$ cat src/rtl/regfile_writeback_if.sv
// Signal bundle between the ID/EX/MEM stages, the multi-cycle units and the
// register-file write side.
interface regfile_writeback_if #(
   parameter int WORD_WIDTH = 32,
   parameter int ADDR_WIDTH = 5
);
   logic                  pipeWriteEnable;
   logic [ADDR_WIDTH-1:0] pipeWriteAddr;
   logic [WORD_WIDTH-1:0] pipeWriteResult;

   logic                  lateValid;
   logic [ADDR_WIDTH-1:0] lateDest;
   logic [WORD_WIDTH-1:0] lateResult;
   logic                  lateReady;

   logic                  issueEnable;
   logic [ADDR_WIDTH-1:0] issueDest;

   logic                  readEnableLeft;
   logic                  readEnableRight;
   logic [ADDR_WIDTH-1:0] readAddrLeft;
   logic [ADDR_WIDTH-1:0] readAddrRight;
   logic                  destCheckEnable;
   logic [ADDR_WIDTH-1:0] destCheckAddr;

   logic                  writeEnable;
   logic [ADDR_WIDTH-1:0] writeAddr;
   logic [WORD_WIDTH-1:0] writeResult;
   logic                  stall;

   modport slave (
      input  pipeWriteEnable, pipeWriteAddr, pipeWriteResult,
      input  lateValid, lateDest, lateResult,
      output lateReady,
      input  issueEnable, issueDest,
      input  readEnableLeft, readEnableRight, readAddrLeft, readAddrRight,
      input  destCheckEnable, destCheckAddr,
      output writeEnable, writeAddr, writeResult, stall
   );

   modport master (
      output pipeWriteEnable, pipeWriteAddr, pipeWriteResult,
      output lateValid, lateDest, lateResult,
      input  lateReady,
      output issueEnable, issueDest,
      output readEnableLeft, readEnableRight, readAddrLeft, readAddrRight,
      output destCheckEnable, destCheckAddr,
      input  writeEnable, writeAddr, writeResult, stall
   );
endinterface

$ cat src/rtl/regfile_writeback.sv
// Register-file write-port owner: merges in-order pipeline writeback with
// buffered out-of-order multi-cycle results and tracks pending destinations.
module regfile_writeback #(
   parameter int FIFO_DEPTH = 4,
   parameter int WORD_WIDTH = 32,
   parameter int ADDR_WIDTH = 5
) (
   input logic                clk,
   input logic                rst,
   regfile_writeback_if.slave bus
);
   localparam int PTR_W    = $clog2(FIFO_DEPTH);
   localparam int NUM_REGS = 1 << ADDR_WIDTH;
   localparam logic [PTR_W:0] FULL_COUNT = (PTR_W + 1)'(FIFO_DEPTH);

   logic [ADDR_WIDTH-1:0] r_fifoAddr [FIFO_DEPTH];
   logic [WORD_WIDTH-1:0] r_fifoData [FIFO_DEPTH];
   logic [PTR_W-1:0]      r_wrPtr;
   logic [PTR_W-1:0]      r_rdPtr;
   logic [PTR_W:0]        r_count;
   logic [NUM_REGS-1:0]   r_pending;

   logic                  w_full;
   logic                  w_empty;
   logic                  w_push;
   logic                  w_pop;
   logic [NUM_REGS-1:0]   w_setMask;
   logic [NUM_REGS-1:0]   w_clearMask;
   logic [NUM_REGS-1:0]   w_pendingNext;

   assign w_full        = (r_count == FULL_COUNT);
   assign w_empty       = (r_count == '0);
   assign bus.lateReady = rst && !w_full;

   // A late result for r0 completes the handshake but is never stored.
   assign w_push = bus.lateValid && bus.lateReady && (bus.lateDest != '0);
   assign w_pop  = rst && !bus.pipeWriteEnable && !w_empty;

   always_comb begin
      bus.writeEnable = 1'b0;
      bus.writeAddr   = '0;
      bus.writeResult = '0;
      if (rst && bus.pipeWriteEnable) begin
         bus.writeEnable = 1'b1;
         bus.writeAddr   = bus.pipeWriteAddr;
         bus.writeResult = bus.pipeWriteResult;
      end else if (w_pop) begin
         bus.writeEnable = 1'b1;
         bus.writeAddr   = r_fifoAddr[r_rdPtr];
         bus.writeResult = r_fifoData[r_rdPtr];
      end
   end

   // Applying the set mask after the clear lets a new issue win over a commit.
   always_comb begin
      w_setMask   = '0;
      w_clearMask = '0;
      if (bus.issueEnable && (bus.issueDest != '0)) begin
         w_setMask[bus.issueDest] = 1'b1;
      end
      if (w_pop) begin
         w_clearMask[r_fifoAddr[r_rdPtr]] = 1'b1;
      end
      w_pendingNext    = (r_pending & ~w_clearMask) | w_setMask;
      w_pendingNext[0] = 1'b0;
   end

   always_ff @(posedge clk or negedge rst) begin
      if (!rst) begin
         r_wrPtr   <= '0;
         r_rdPtr   <= '0;
         r_count   <= '0;
         r_pending <= '0;
      end else begin
         r_pending <= w_pendingNext;
         if (w_push) begin
            r_wrPtr <= r_wrPtr + PTR_W'(1);
         end
         if (w_pop) begin
            r_rdPtr <= r_rdPtr + PTR_W'(1);
         end
         if (w_push && !w_pop) begin
            r_count <= r_count + (PTR_W + 1)'(1);
         end else if (!w_push && w_pop) begin
            r_count <= r_count - (PTR_W + 1)'(1);
         end
      end
   end

   always_ff @(posedge clk) begin
      if (w_push) begin
         r_fifoAddr[r_wrPtr] <= bus.lateDest;
         r_fifoData[r_wrPtr] <= bus.lateResult;
      end
   end

   assign bus.stall = (bus.readEnableLeft  && r_pending[bus.readAddrLeft])  ||
                      (bus.readEnableRight && r_pending[bus.readAddrRight]) ||
                      (bus.destCheckEnable && r_pending[bus.destCheckAddr]);
endmodule

$ cat src/flat_wrapper.sv
// flat-port wrapper written by rule: the top's interface ports become plain ports
module regfile_writeback_flat 
#(
   parameter int FIFO_DEPTH = 4,
   parameter int WORD_WIDTH = 32,
   parameter int ADDR_WIDTH = 5
)
  (clk, rst, bus_pipeWriteEnable, bus_pipeWriteAddr, bus_pipeWriteResult, bus_lateValid, bus_lateDest, bus_lateResult, bus_lateReady, bus_issueEnable, bus_issueDest, bus_readEnableLeft, bus_readEnableRight, bus_readAddrLeft, bus_readAddrRight, bus_destCheckEnable, bus_destCheckAddr, bus_writeEnable, bus_writeAddr, bus_writeResult, bus_stall);
  regfile_writeback_if #(.WORD_WIDTH(WORD_WIDTH), .ADDR_WIDTH(ADDR_WIDTH)) bus_i ();
  input logic clk;
  input logic rst;
  input wire logic [$bits(bus_i.pipeWriteEnable)-1:0] bus_pipeWriteEnable;
  input wire logic [$bits(bus_i.pipeWriteAddr)-1:0] bus_pipeWriteAddr;
  input wire logic [$bits(bus_i.pipeWriteResult)-1:0] bus_pipeWriteResult;
  input wire logic [$bits(bus_i.lateValid)-1:0] bus_lateValid;
  input wire logic [$bits(bus_i.lateDest)-1:0] bus_lateDest;
  input wire logic [$bits(bus_i.lateResult)-1:0] bus_lateResult;
  output wire logic [$bits(bus_i.lateReady)-1:0] bus_lateReady;
  input wire logic [$bits(bus_i.issueEnable)-1:0] bus_issueEnable;
  input wire logic [$bits(bus_i.issueDest)-1:0] bus_issueDest;
  input wire logic [$bits(bus_i.readEnableLeft)-1:0] bus_readEnableLeft;
  input wire logic [$bits(bus_i.readEnableRight)-1:0] bus_readEnableRight;
  input wire logic [$bits(bus_i.readAddrLeft)-1:0] bus_readAddrLeft;
  input wire logic [$bits(bus_i.readAddrRight)-1:0] bus_readAddrRight;
  input wire logic [$bits(bus_i.destCheckEnable)-1:0] bus_destCheckEnable;
  input wire logic [$bits(bus_i.destCheckAddr)-1:0] bus_destCheckAddr;
  output wire logic [$bits(bus_i.writeEnable)-1:0] bus_writeEnable;
  output wire logic [$bits(bus_i.writeAddr)-1:0] bus_writeAddr;
  output wire logic [$bits(bus_i.writeResult)-1:0] bus_writeResult;
  output wire logic [$bits(bus_i.stall)-1:0] bus_stall;
  assign bus_i.pipeWriteEnable = bus_pipeWriteEnable;
  assign bus_i.pipeWriteAddr = bus_pipeWriteAddr;
  assign bus_i.pipeWriteResult = bus_pipeWriteResult;
  assign bus_i.lateValid = bus_lateValid;
  assign bus_i.lateDest = bus_lateDest;
  assign bus_i.lateResult = bus_lateResult;
  assign bus_lateReady = bus_i.lateReady;
  assign bus_i.issueEnable = bus_issueEnable;
  assign bus_i.issueDest = bus_issueDest;
  assign bus_i.readEnableLeft = bus_readEnableLeft;
  assign bus_i.readEnableRight = bus_readEnableRight;
  assign bus_i.readAddrLeft = bus_readAddrLeft;
  assign bus_i.readAddrRight = bus_readAddrRight;
  assign bus_i.destCheckEnable = bus_destCheckEnable;
  assign bus_i.destCheckAddr = bus_destCheckAddr;
  assign bus_writeEnable = bus_i.writeEnable;
  assign bus_writeAddr = bus_i.writeAddr;
  assign bus_writeResult = bus_i.writeResult;
  assign bus_stall = bus_i.stall;
  regfile_writeback #(.FIFO_DEPTH(FIFO_DEPTH), .WORD_WIDTH(WORD_WIDTH), .ADDR_WIDTH(ADDR_WIDTH)) u_core (.clk(clk), .rst(rst), .bus(bus_i));
endmodule
$ cat config.mk
export PLATFORM = sky130hd
export DESIGN_NAME = regfile_writeback_flat
export DESIGN_NICKNAME = d
export VERILOG_FILES = /design/src/rtl/regfile_writeback_if.sv /design/src/rtl/regfile_writeback.sv /design/src/flat_wrapper.sv
export SDC_FILE = /design/constraint.sdc
export NUM_CORES = 1
export LEC_CHECK = 0
export ABC_AREA = 1
export CAP_MARGIN = 30
export CORE_ASPECT_RATIO = 0.9
export CORE_MARGIN = 3
export CORE_UTILIZATION = 45
export CTS_BUF_LIST = sky130_fd_sc_hd__clkbuf_2 sky130_fd_sc_hd__clkbuf_4 sky130_fd_sc_hd__clkbuf_8
export CTS_CLUSTER_DIAMETER = 150
export DETAILED_ROUTE_END_ITERATION = 8
export PLACE_DENSITY = 0.72
export SYNTH_ARGS = -nofsm -noshare
export SYNTH_HDL_FRONTEND = slang
export SYNTH_SLANG_ARGS = --single-unit
$ cat constraint.sdc
create_clock -name clk -period 7.7 [get_ports clk]
set_clock_uncertainty 0.2 [all_clocks]
set_input_delay 0.77 -clock clk [delete_from_list [all_inputs] [get_ports clk]]
set_output_delay 0.77 -clock clk [all_outputs]
set_load 0.01 [all_outputs]
==> results, run 1 <==
- The detailed placement HPWL is 14640 µm.
- The initial utilization of the core area, before any placement, comes to 0.4688.
- The count of unique library cells instantiated by Yosys is 34.
- Clock tree synthesis selected as its root buffer the cell sky130_fd_sc_hd__clkbuf_8.
- The actual slew at the worst max-slew pin is 0.8594 ns.
- The peak supply drop is 207.9 µV.
- The number of synthesis warnings is 0.
- A synthesized cell averages 9.889 µm².
- Setup violations remaining at the end of the flow were counted as 0.
- Before antenna repair, the detailed router went through 5 iterations.
- Across every metal layer, demand over resource in global routing totals 0.2034.
- The die outline height is 138.8 µm.
- The number of input and output port buffers inserted is 141.
- The pin count of the biggest net entering global routing is 77.
- The kind of path behind the tightest hold check is primary input to async pin.
- The number of gates resized after CTS is 0.
- At the end of the flow the core is filled with cells to 0.5743.
- Summed over all cells, the static leakage comes to 4.187 nW.
- At the later pin of the worst-skew pair, clock insertion delay measures 0.45 ns.
- The clock transition at the registers of the reported paths is 0.10 ns.
- Of all flip-flops after synthesis, the portion carrying an async set or reset was 0.2043.
- After clock tree synthesis, the flow added hold-fix buffers numbering 0.
- The number of slew-limit violations in the final report came to 0.
- After routing, the total negative slack on setup checks comes to 0 ns.
- The TritonCTS clock tree is yes.
- Clock tree synthesis inserted a total of 17 buffers.
- The post-synth design cell area is 8821 µm².
- In the final layout, the share of cells above drive strength 1 is 0.06043.
- The vias per cell is 5.566.
- The count of boundary I/O pins is 142.
- The smallest clock period supported by the final layout is computed as 4.232 ns.
- Setup repair after global routing left no endpoint under its margin.
- The clock net in this run drives a total of 186 sinks.
- After filler insertion, the fill cell instance count of the layout stands at 1645.
- The worst reg-to-reg setup slack is 4.77 ns.
- The relative slew slack is 0.4262.
- STA puts the critical path data arrival time at 3.26 ns.
- Routability-driven placement finished with a final weighted congestion of 0.9292.
- The total vias in the final route is 7080.
- The maximum buffer depth of the clock tree is 2.
- The worst setup path is launched from a primary input.
- The final layout contains 1121 nets.
- In the finished design, the share of the clock period the worst path needs comes to 0.5496.
- The initial antenna violation count is 2.
- The setup path with the least slack is of type primary input to primary output.
- The power per cell area is 299.2 nW/µm².
- Setup slack closes at 3.468 ns.
- The share of the Yosys chip area taken by registers is 0.6116.
- The area growth from synthesis to layout is 22.53%.
- The total of max-cap violations is 0.
- The region available for standard cell placement spans 18820 µm².
- In this run the remaining antenna-violating nets after routing total 0.
- Data on the critical path is required at its endpoint by 6.73 ns.
- The wire length per cell after detailed routing is 17.26 µm.
- Based on the critical path, the design can be clocked at up to 236.3 MHz.
- The number of nets in the synthesized netlist is 1000.
- The cell count after synthesis came out at 892.
- Leaving out fill and tap cells, the most frequent cell in the layout is sky130_fd_sc_hd__nand2_1.
- The wire length of the first global-routing pass is 34890 µm.
- For this run, design rule violations remaining after detail routing come to 0.
- The synthesized design contains 186 register bits.
- Summed over all layers, the global routing overflow is 0.
- The total count of hold-check failures in the final report came to 0.
- The detailed-route wire length is 21960 µm.
- After clock tree synthesis, the setup repair step added 0 buffers.
- The flow ran to the end, and the final reports show no timing, DRC or antenna violations.
- The library cells used most frequently in the layout, excluding fill and tap cells, are sky130_fd_sc_hd__nand2_1, sky130_fd_sc_hd__edfxtp_1, sky130_fd_sc_hd__clkdlybuf4s50_1, sky130_fd_sc_hd__nand3_1, sky130_fd_sc_hd__a21oi_1.
- The most frequently used flop master after synthesis is sky130_fd_sc_hd__edfxtp_1.
- The via count of the first global-routing pass is 6605.
- The die is 153.6 µm wide.
- The clock tree synthesis step divided the H-tree into 4 levels.
- The area of the die is 21320 µm².
- The worst slack at placement is 3.504 ns.
- In this run the core area contains 47 standard-cell rows.
- Yosys mapped a number of flops with a built-in enable equal to 148.
- For this block, the initial DRC count from the detailed router was 663.
- The endpoint kind of the worst setup timing path is a primary output.
- The maximum fanout along the worst path is 18.
cell type report:
cell class	count	area, µm²	share of cell area
antenna	1	2.502	0.0002315
timing repair buffer	151	1481	0.1371
inverter	67	251.5	0.02327
clock inverter	15	183.9	0.01702
sequential	186	5396	0.4993
multi-input combinational	590	2952	0.2731
tap	245	306.5	0.02836
clock buffer	17	234.0	0.02165
kinds of logic after synthesis:
kind of cell / synth area share
compound gates: 0.1159
xor+xnor: 0.004964
fa+ha+maj: 0.009362
buf+inv: 0.05716
flops: 0.6116
simple gates: 0.2010
per-stage QoR:
step / hold WS, ns / std cells / total power, mW / area, µm²
after global placement: 0.2901 / 1239 / 2.547 / 10390
after floorplan: 0.2603 / 892 / 2.156 / 8821
after global routing: 0.1792 / 1272 / 3.448 / 10810
after CTS: 0.1667 / 1271 / 3.245 / 10810
final: 0.1769 / 1272 / 3.233 / 10810
after detailed placement: 0.2923 / 1239 / 2.568 / 10390
state kept, by name, indices dropped and copies added (netlist names):
name / count
u_core.r_count: 3
u_core.r_wrPtr: 2
u_core.r_rdPtr: 2
u_core.r_pending: 31
u_core.r_fifoAddr: 20
u_core.r_fifoData: 128
power breakdown:
| part | switching, mW | total (mW) | internal, mW |
|---|---|---|---|
| combinational | 0.754 | 1.17 | 0.417 |
| sequential | 0.111 | 1.38 | 1.27 |
| clock | 0.352 | 0.680 | 0.328 |
routing by layer:
layer / GRT usage / part of all wire
met5: 0 / 0.00059
met2: 0.3256 / 0.48
met3: 0.05148 / 0.072
met1: 0.2851 / 0.44
met4: 0.04089 / 0.010
path summary, 6_finish.rpt:
path	startpoint	end	depth (start not counted)
hold reg to reg	u_core.r_pending[3]	u_core.r_pending[3]	2
max in group asynchronous	rst	u_core.r_pending[20]	2
min in group clk	u_core.r_pending[3]	u_core.r_pending[3]	2
hold / removal	rst	u_core.r_pending[4]	1
setup / recovery	bus_destCheckAddr[0]	bus_stall	10
setup reg to reg	u_core.r_count[0]	u_core.r_fifoData[0][22]	7
synth_stat cells, types with 2 or more instances:
cell type | n | area (µm²)
sky130_fd_sc_hd__nand2_1 | 240 | 900.9
sky130_fd_sc_hd__edfxtp_1 | 148 | 4444
sky130_fd_sc_hd__nand3_1 | 130 | 650.6
sky130_fd_sc_hd__a21oi_1 | 67 | 335.3
sky130_fd_sc_hd__inv_1 | 64 | 240.2
sky130_fd_sc_hd__dfrtp_1 | 38 | 950.9
sky130_fd_sc_hd__o21ai_0 | 35 | 175.2
sky130_fd_sc_hd__a221o_1 | 32 | 320.3
sky130_fd_sc_hd__o21ai_1 | 26 | 130.1
sky130_fd_sc_hd__clkbuf_1 | 21 | 78.83
sky130_fd_sc_hd__buf_2 | 19 | 95.09
sky130_fd_sc_hd__nor2_1 | 19 | 71.32
sky130_fd_sc_hd__nand2_2 | 6 | 37.54
sky130_fd_sc_hd__nand4_1 | 6 | 37.54
sky130_fd_sc_hd__ha_1 | 5 | 62.56
sky130_fd_sc_hd__buf_4 | 4 | 30.03
sky130_fd_sc_hd__buf_6 | 4 | 45.04
sky130_fd_sc_hd__o31ai_1 | 4 | 30.03
sky130_fd_sc_hd__xor2_1 | 4 | 35.03
sky130_fd_sc_hd__nor3_1 | 3 | 15.01
sky130_fd_sc_hd__a31o_2 | 2 | 17.52
sky130_fd_sc_hd__inv_2 | 2 | 7.510
sky130_fd_sc_hd__nor2_4 | 2 | 22.52
worst max-delay path: stages:
cell and delay (ns):
sky130_fd_sc_hd__clkdlybuf4s50_1 0.87, sky130_fd_sc_hd__inv_1 0.40, sky130_fd_sc_hd__nand2_1 0.16, sky130_fd_sc_hd__nand3_1 0.08
sky130_fd_sc_hd__nand3_1 0.10, sky130_fd_sc_hd__nand3_1 0.10, sky130_fd_sc_hd__nand3_1 0.08, sky130_fd_sc_hd__nand3_1 0.08
sky130_fd_sc_hd__nand3_1 0.08, sky130_fd_sc_hd__clkdlybuf4s50_1 0.53
No activity file was read; power rests on OpenSTA's default activity.
==> run 2: changes to the inputs <==
==> constraint.sdc (replaced) <==
create_clock -name clk -period 4.3 [get_ports clk]
set_clock_uncertainty 0.2 [all_clocks]
set_input_delay 0.43 -clock clk [delete_from_list [all_inputs] [get_ports clk]]
set_output_delay 0.43 -clock clk [all_outputs]
set_load 0.01 [all_outputs]
==> results, run 2 (synthesis results as in run 1) <==
- The relative slew slack came to 0.4269 (+0.0007150).
- The cell row count is 47 (unchanged).
- The worst slack at placement was 0.8993 ns (-2.605 ns).
- The clock insertion delay at the later pin of the skew report came to 0.46 ns (about the same).
- The data arrival time of the critical path is 2.89 ns (-0.37 ns).
- The via count of the first global-routing pass is 6788 (+2.8%).
- The worst setup path is launched from a primary input.
- The detailed placement HPWL is 15280 µm (+4.4%).
- In the finished design, the share of the clock period the worst path needs comes to 0.8181.
- The part of the total power dissipated in combinational logic is 0.362 (about the same).
- The run finished with clean final reports.
- The proportion of layout cells with a drive suffix above 1 is 0.06214 (+0.001707).
- The total of hold buffers inserted after clock tree synthesis is 1 (+1).
- In the layout the commonest cells are sky130_fd_sc_hd__nand2_1, sky130_fd_sc_hd__edfxtp_1, sky130_fd_sc_hd__clkdlybuf4s50_1, sky130_fd_sc_hd__nand3_1, sky130_fd_sc_hd__a21oi_1.
- The residual overflow from global routing came to 0 (unchanged).
- The vias per cell came to 5.587 (+0.37%).
- The post-synthesis to final-layout area growth is 23.05%.
- The total power consumption of the routed design came to 5.902 mW (+83%).
- The maximum buffer depth of the clock tree is 2 (unchanged).
- The number of slew-limit violations in the final report is 0 (unchanged).
- The placeable core region is 18820 µm² (unchanged).
- The flip-flop count of the largest register after layout was 128 (unchanged).
- The wire length of the first global-routing pass is 36250 µm (+3.9%).
- The worst-case setup margin in the final layout is 0.7820 ns (-2.686 ns).
- The cell at the root of the clock tree is sky130_fd_sc_hd__clkbuf_8.
- The number of input and output port buffers inserted is 141 (unchanged).
- The count of unresolved DRC violations after routing is 0 (unchanged).
- The total of max-cap violations came to 0 (unchanged).
- By startpoint and endpoint, the worst setup path is classified as primary input to primary output.
- Setup repair after global routing left no endpoint under its margin.
- The wire length per cell after detailed routing is 18.14 µm (+5.1%).
- The pin count of the biggest net entering global routing is 77 (unchanged).
- The total count of hold-check failures in the final report is 0 (unchanged).
- The final setup TNS is 0 ns (unchanged).
- The starting DRC count in detailed routing is 761 (+15%).
- The number of antenna repair diodes is 0 (-1).
- The switching power as a share of total power is 0.3864 (+0.009990).
- TritonCTS built the clock tree.
- The starting density of the core was 0.4688 (unchanged).
- The setup fix buffers added after clock tree synthesis is 0 (unchanged).
- The area of the die came to 21320 µm² (unchanged).
- The initial antenna violation count is 1 (-1).
- The global placer's final weighted congestion came to 0.9739 (+4.8%).
- The power per cell area is 543.7 nW/µm² (+82%).
- The total global routing track utilization was 0.2141 (+0.01071).
- The count of boundary I/O pins is 142 (unchanged).
- For this run, the top clock speed supported by timing is 284.3 MHz.
- The peak supply drop came to 278.7 µV (+34%).
- The cell internal power dissipation was 3.621 mW (+80%).
- The post-layout net count is 1125 (+0.36%).
- The worst setup path is captured at a primary output.
- The number of nets still failing antenna checks after routing was 0 (unchanged).
- The number of gates resized after CTS is 0 (unchanged).
- The maximum fanout along the worst path is 38 (+20).
- The actual slew at the worst max-slew pin came to 0.8584 ns (-0.001071 ns).
- The count of final setup violators was 0 (unchanged).
- The most flop-heavy register is u_core.r_fifoData.
- The first-pass iteration count of the detailed router was 5 (unchanged).
- The total number of H-tree levels is 4 (unchanged).
- The library cell used most frequently in the layout, excluding fill and tap cells, is sky130_fd_sc_hd__nand2_1.
- The clock period could shrink to 3.518 ns.
- The final-layout fill cell count is 1610 (-2.1%).
- The die outline height is 138.8 µm (unchanged).
- The largest registers in the layout are u_core.r_fifoData x128, u_core.r_pending x31, u_core.r_fifoAddr x20.
- The tightest hold margin is 0.1512 ns (-0.02571 ns).
- The clock group share of total power was 0.207 (-0.003).
- The die width is 153.6 µm (unchanged).
- The total vias in the final route came to 7123 (+0.61%).
- The count of clock tree sinks is 186 (unchanged).
- The critical path required time is 3.67 ns (-3.06 ns).
- The clock transition at the registers of the reported paths is 0.10 ns (about the same).
- The number of buffers added by the clock tree synthesis step is 17 (unchanged).
- The leakage power is 4.208 nW (+0.50%).
- The fraction of power consumed by sequential logic is 0.431 (+0.003).
- The switching power of the nets was 2.281 mW (+87%).
- The detailed-route wire length was 23130 µm (+5.3%).
- In this run the worst hold path is classified as primary input to async pin.
-- run 2: changes by cell type in the layout (fill, tap and decap cells not counted), sizes merged --
cell | previous run | this run
buf | 11 | 14
diode | 1 | 0
clkinv | 6 | 5
dlygate4sd3 | 0 | 1
clkinvlp | 1 | 2
-- run 2: critical path, cell delays in order --
cell and delay (ns):
sky130_fd_sc_hd__dlygate4sd3_1 0.52, sky130_fd_sc_hd__buf_2 0.25, sky130_fd_sc_hd__nand2_2 0.12, sky130_fd_sc_hd__nor2_4 0.16
sky130_fd_sc_hd__inv_2 0.35, sky130_fd_sc_hd__a221o_1 0.44, sky130_fd_sc_hd__nand2_1 0.07, sky130_fd_sc_hd__clkdlybuf4s50_1 0.54
-- run 2: metrics by stage --
stage / utilization / instance area, µm² / cells
after floorplan: - / 8821 / 892
after global placement: 0.5539 / 10420 / 1242
after detailed placement: 0.5539 / 10420 / 1242
after CTS: 0.5768 / 10850 / 1275
after global routing: 0.5768 / 10850 / 1275
final: 0.5768 / 10850 / 1275
-- run 2: cell type report --
cell class              count  area [µm²]  share of cell area
flip-flops and latches    186        5396              0.4972
inverters                  67       251.5             0.02317
clock inverters            15       187.7             0.01729
repair buffers            155        1526              0.1406
well taps                 245       306.5             0.02824
clock buffers              17       234.0             0.02156
multi-input cells         590        2952              0.2719
-- run 2: power by group through the flow --
stage / logic (mW) / registers [mW] / clock network (mW)
floorplan: 1.41 / 2.45 / 0
global placement: 2.08 / 2.57 / 0
detailed placement: 2.12 / 2.57 / 0
CTS: 2.13 / 2.53 / 1.23
global route: 2.40 / 2.56 / 1.31
finish: 2.14 / 2.54 / 1.22
-- run 2: path summary, 6_finish.rpt --
check / slack [ns] / end / depth (start not counted) / startpoint
hold / removal: 0.15 / u_core.r_count[0] / 2 / rst
setup reg to reg: 1.52 / u_core.r_fifoData[3][25] / 7 / u_core.r_count[0]
setup / recovery: 0.78 / bus_writeResult[16] / 8 / rst
min in group clk: 0.33 / u_core.r_pending[3] / 2 / u_core.r_pending[3]
hold reg to reg: 0.33 / u_core.r_pending[3] / 2 / u_core.r_pending[3]
max in group asynchronous: 2.63 / u_core.r_rdPtr[0] / 3 / rst
-- run 2: per-layer routing --
| layer | global-route usage | share of wire |
|---|---|---|
| met3 | 0.05491 | 0.092 |
| met4 | 0.05948 | 0.013 |
| met1 | 0.3028 | 0.43 |
| met2 | 0.3312 | 0.47 |
| met5 | 0 | 0.00056 |
==> RTL edit: new RTL, config.mk and constraints of run 2 <==
`FIFO_DEPTH` is set to 4 in 2 places; all go to 2.
--- a/src/rtl/regfile_writeback.sv
+++ b/src/rtl/regfile_writeback.sv
@@ -1,7 +1,7 @@
 // Register-file write-port owner: merges in-order pipeline writeback with
 // buffered out-of-order multi-cycle results and tracks pending destinations.
 module regfile_writeback #(
-   parameter int FIFO_DEPTH = 4,
+   parameter int FIFO_DEPTH = 2,
    parameter int WORD_WIDTH = 32,
    parameter int ADDR_WIDTH = 5
 ) (
--- a/src/flat_wrapper.sv
+++ b/src/flat_wrapper.sv
@@ -1,7 +1,7 @@
 // flat-port wrapper written by rule: the top's interface ports become plain ports
 module regfile_writeback_flat 
 #(
-   parameter int FIFO_DEPTH = 4,
+   parameter int FIFO_DEPTH = 2,
    parameter int WORD_WIDTH = 32,
    parameter int ADDR_WIDTH = 5
 )
Formal check against the unedited RTL: not equivalent (a bounded check fails within 4 cycles, from zero or initial values and one cycle with rst low).
==> RTL edit against run 2 <==
Area after synthesis shrank 35%. Routed wire length shrank 25%. Critical path depth grew 2. Design area shrank 32%. Sequential cell count shrank 77. Setup slack gained 31 ps. Power shrank 38%. Synthesized cell count shrank 27%.
==> RTL edit: results (changes against run 2) <==
| Metric | Value |
|---|---|
| First-pass GRT wire length | 27.7 mm (-24%) |
| DR WL/cell | 18.3 um (+0.77%) |
| Distinct cells, synth | 33 (-2.9%) |
| GR Util met1 | 34.9% (+4.6 points) |
| Largest net degree at the start of global routing | 75 (-2.6%) |
| Dpl ws | 867 ps (-32.2 ps) |
| Arr. time, crit path | 2860 ps (-30 ps) |
| Met2 Wirelength | 7.75 mm (-28%) |
| Most frequent cells after synthesis | 213 x nand2_1, 92 x nand3_1, 74 x edfxtp_1 |
| GRT Resource Usage Total | 25.1% (+3.7 points) |
| Flop2flop setup slack | 2030 ps (+510 ps) |
| Signal buffers share of area | 19.7% (+5.6 points) |
| Largest registers | u_core.r_fifoData x64, u_core.r_pending x31, u_core.r_fifoAddr x10 |
| Placed Cells | 930 (-25%) |
| Ys async rst share | 32.1% (+12 points) |
| Invs w/o clock | 59 (-12%) |
| Clock share of power | 16.3% (-4.4 points) |
| CP max FO | 19 (-50%) |
| Fraction of layout cells with a size suffix above 1 | 5.60% (-0.62 points) |
| DRT iter0 DRCs | 726 (-4.6%) |
| Sequential cell area share | 41.8% (-7.9 points) |
| Sequential area share after synthesis | 54.4% (-6.8 points) |
| Compound-cell area share of the yosys netlist | 12.8% (+1.2 points) |
| Crit path largest cell delay | 870 ps (+330 ps) |
| Insertion delay to the later sink of the worst-skew pair | 390 ps (-70 ps) |
| Static Leak | 3.00 nW (-29%) |
| Status | completed |
| Syn nets | 756 (-24%) |
| Seq Cell Count | 109 (-41%) |
| Logic power comb | 1.44 mW (-33%) |
| Cells after Synth | 653 (-27%) |
| Initial antenna violation count | 0 (-1) |
| Net count, final | 884 (-21%) |
-- RTL edit: path summary, 6_finish.rpt --
| kind | from | end |
|---|---|---|
| worst max-delay path | bus_readAddrLeft[0] | bus_stall |
| worst min-delay path | rst | u_core.r_count[1] |
| worst max register to register | u_core.r_rdPtr | u_core.r_pending[30] |
| worst min register to register | u_core.r_pending[2] | u_core.r_pending[2] |
| max in group asynchronous | rst | u_core.r_rdPtr |
| min in group clk | u_core.r_pending[2] | u_core.r_pending[2] |
-- RTL edit: metrics by stage --
| stage | total power [mW] | cell area [sq um] |
|---|---|---|
| global placement | 3.03 | 7230 |
| finish | 3.64 | 7410 |
| detailed placement | 3.05 | 7230 |
| CTS | 3.64 | 7410 |
| global route | 3.89 | 7410 |
| floorplan | 2.40 | 5700 |
-- RTL edit: worst register-to-register path, delay by kind of cell (launching register included) --
family | cells | cell delay [ps]
AO/OA/AOI/OAI | 3 | 460
buffers and inverters | 2 | 590
AND/OR/NAND/NOR | 2 | 510
flip-flops | 1 | 400
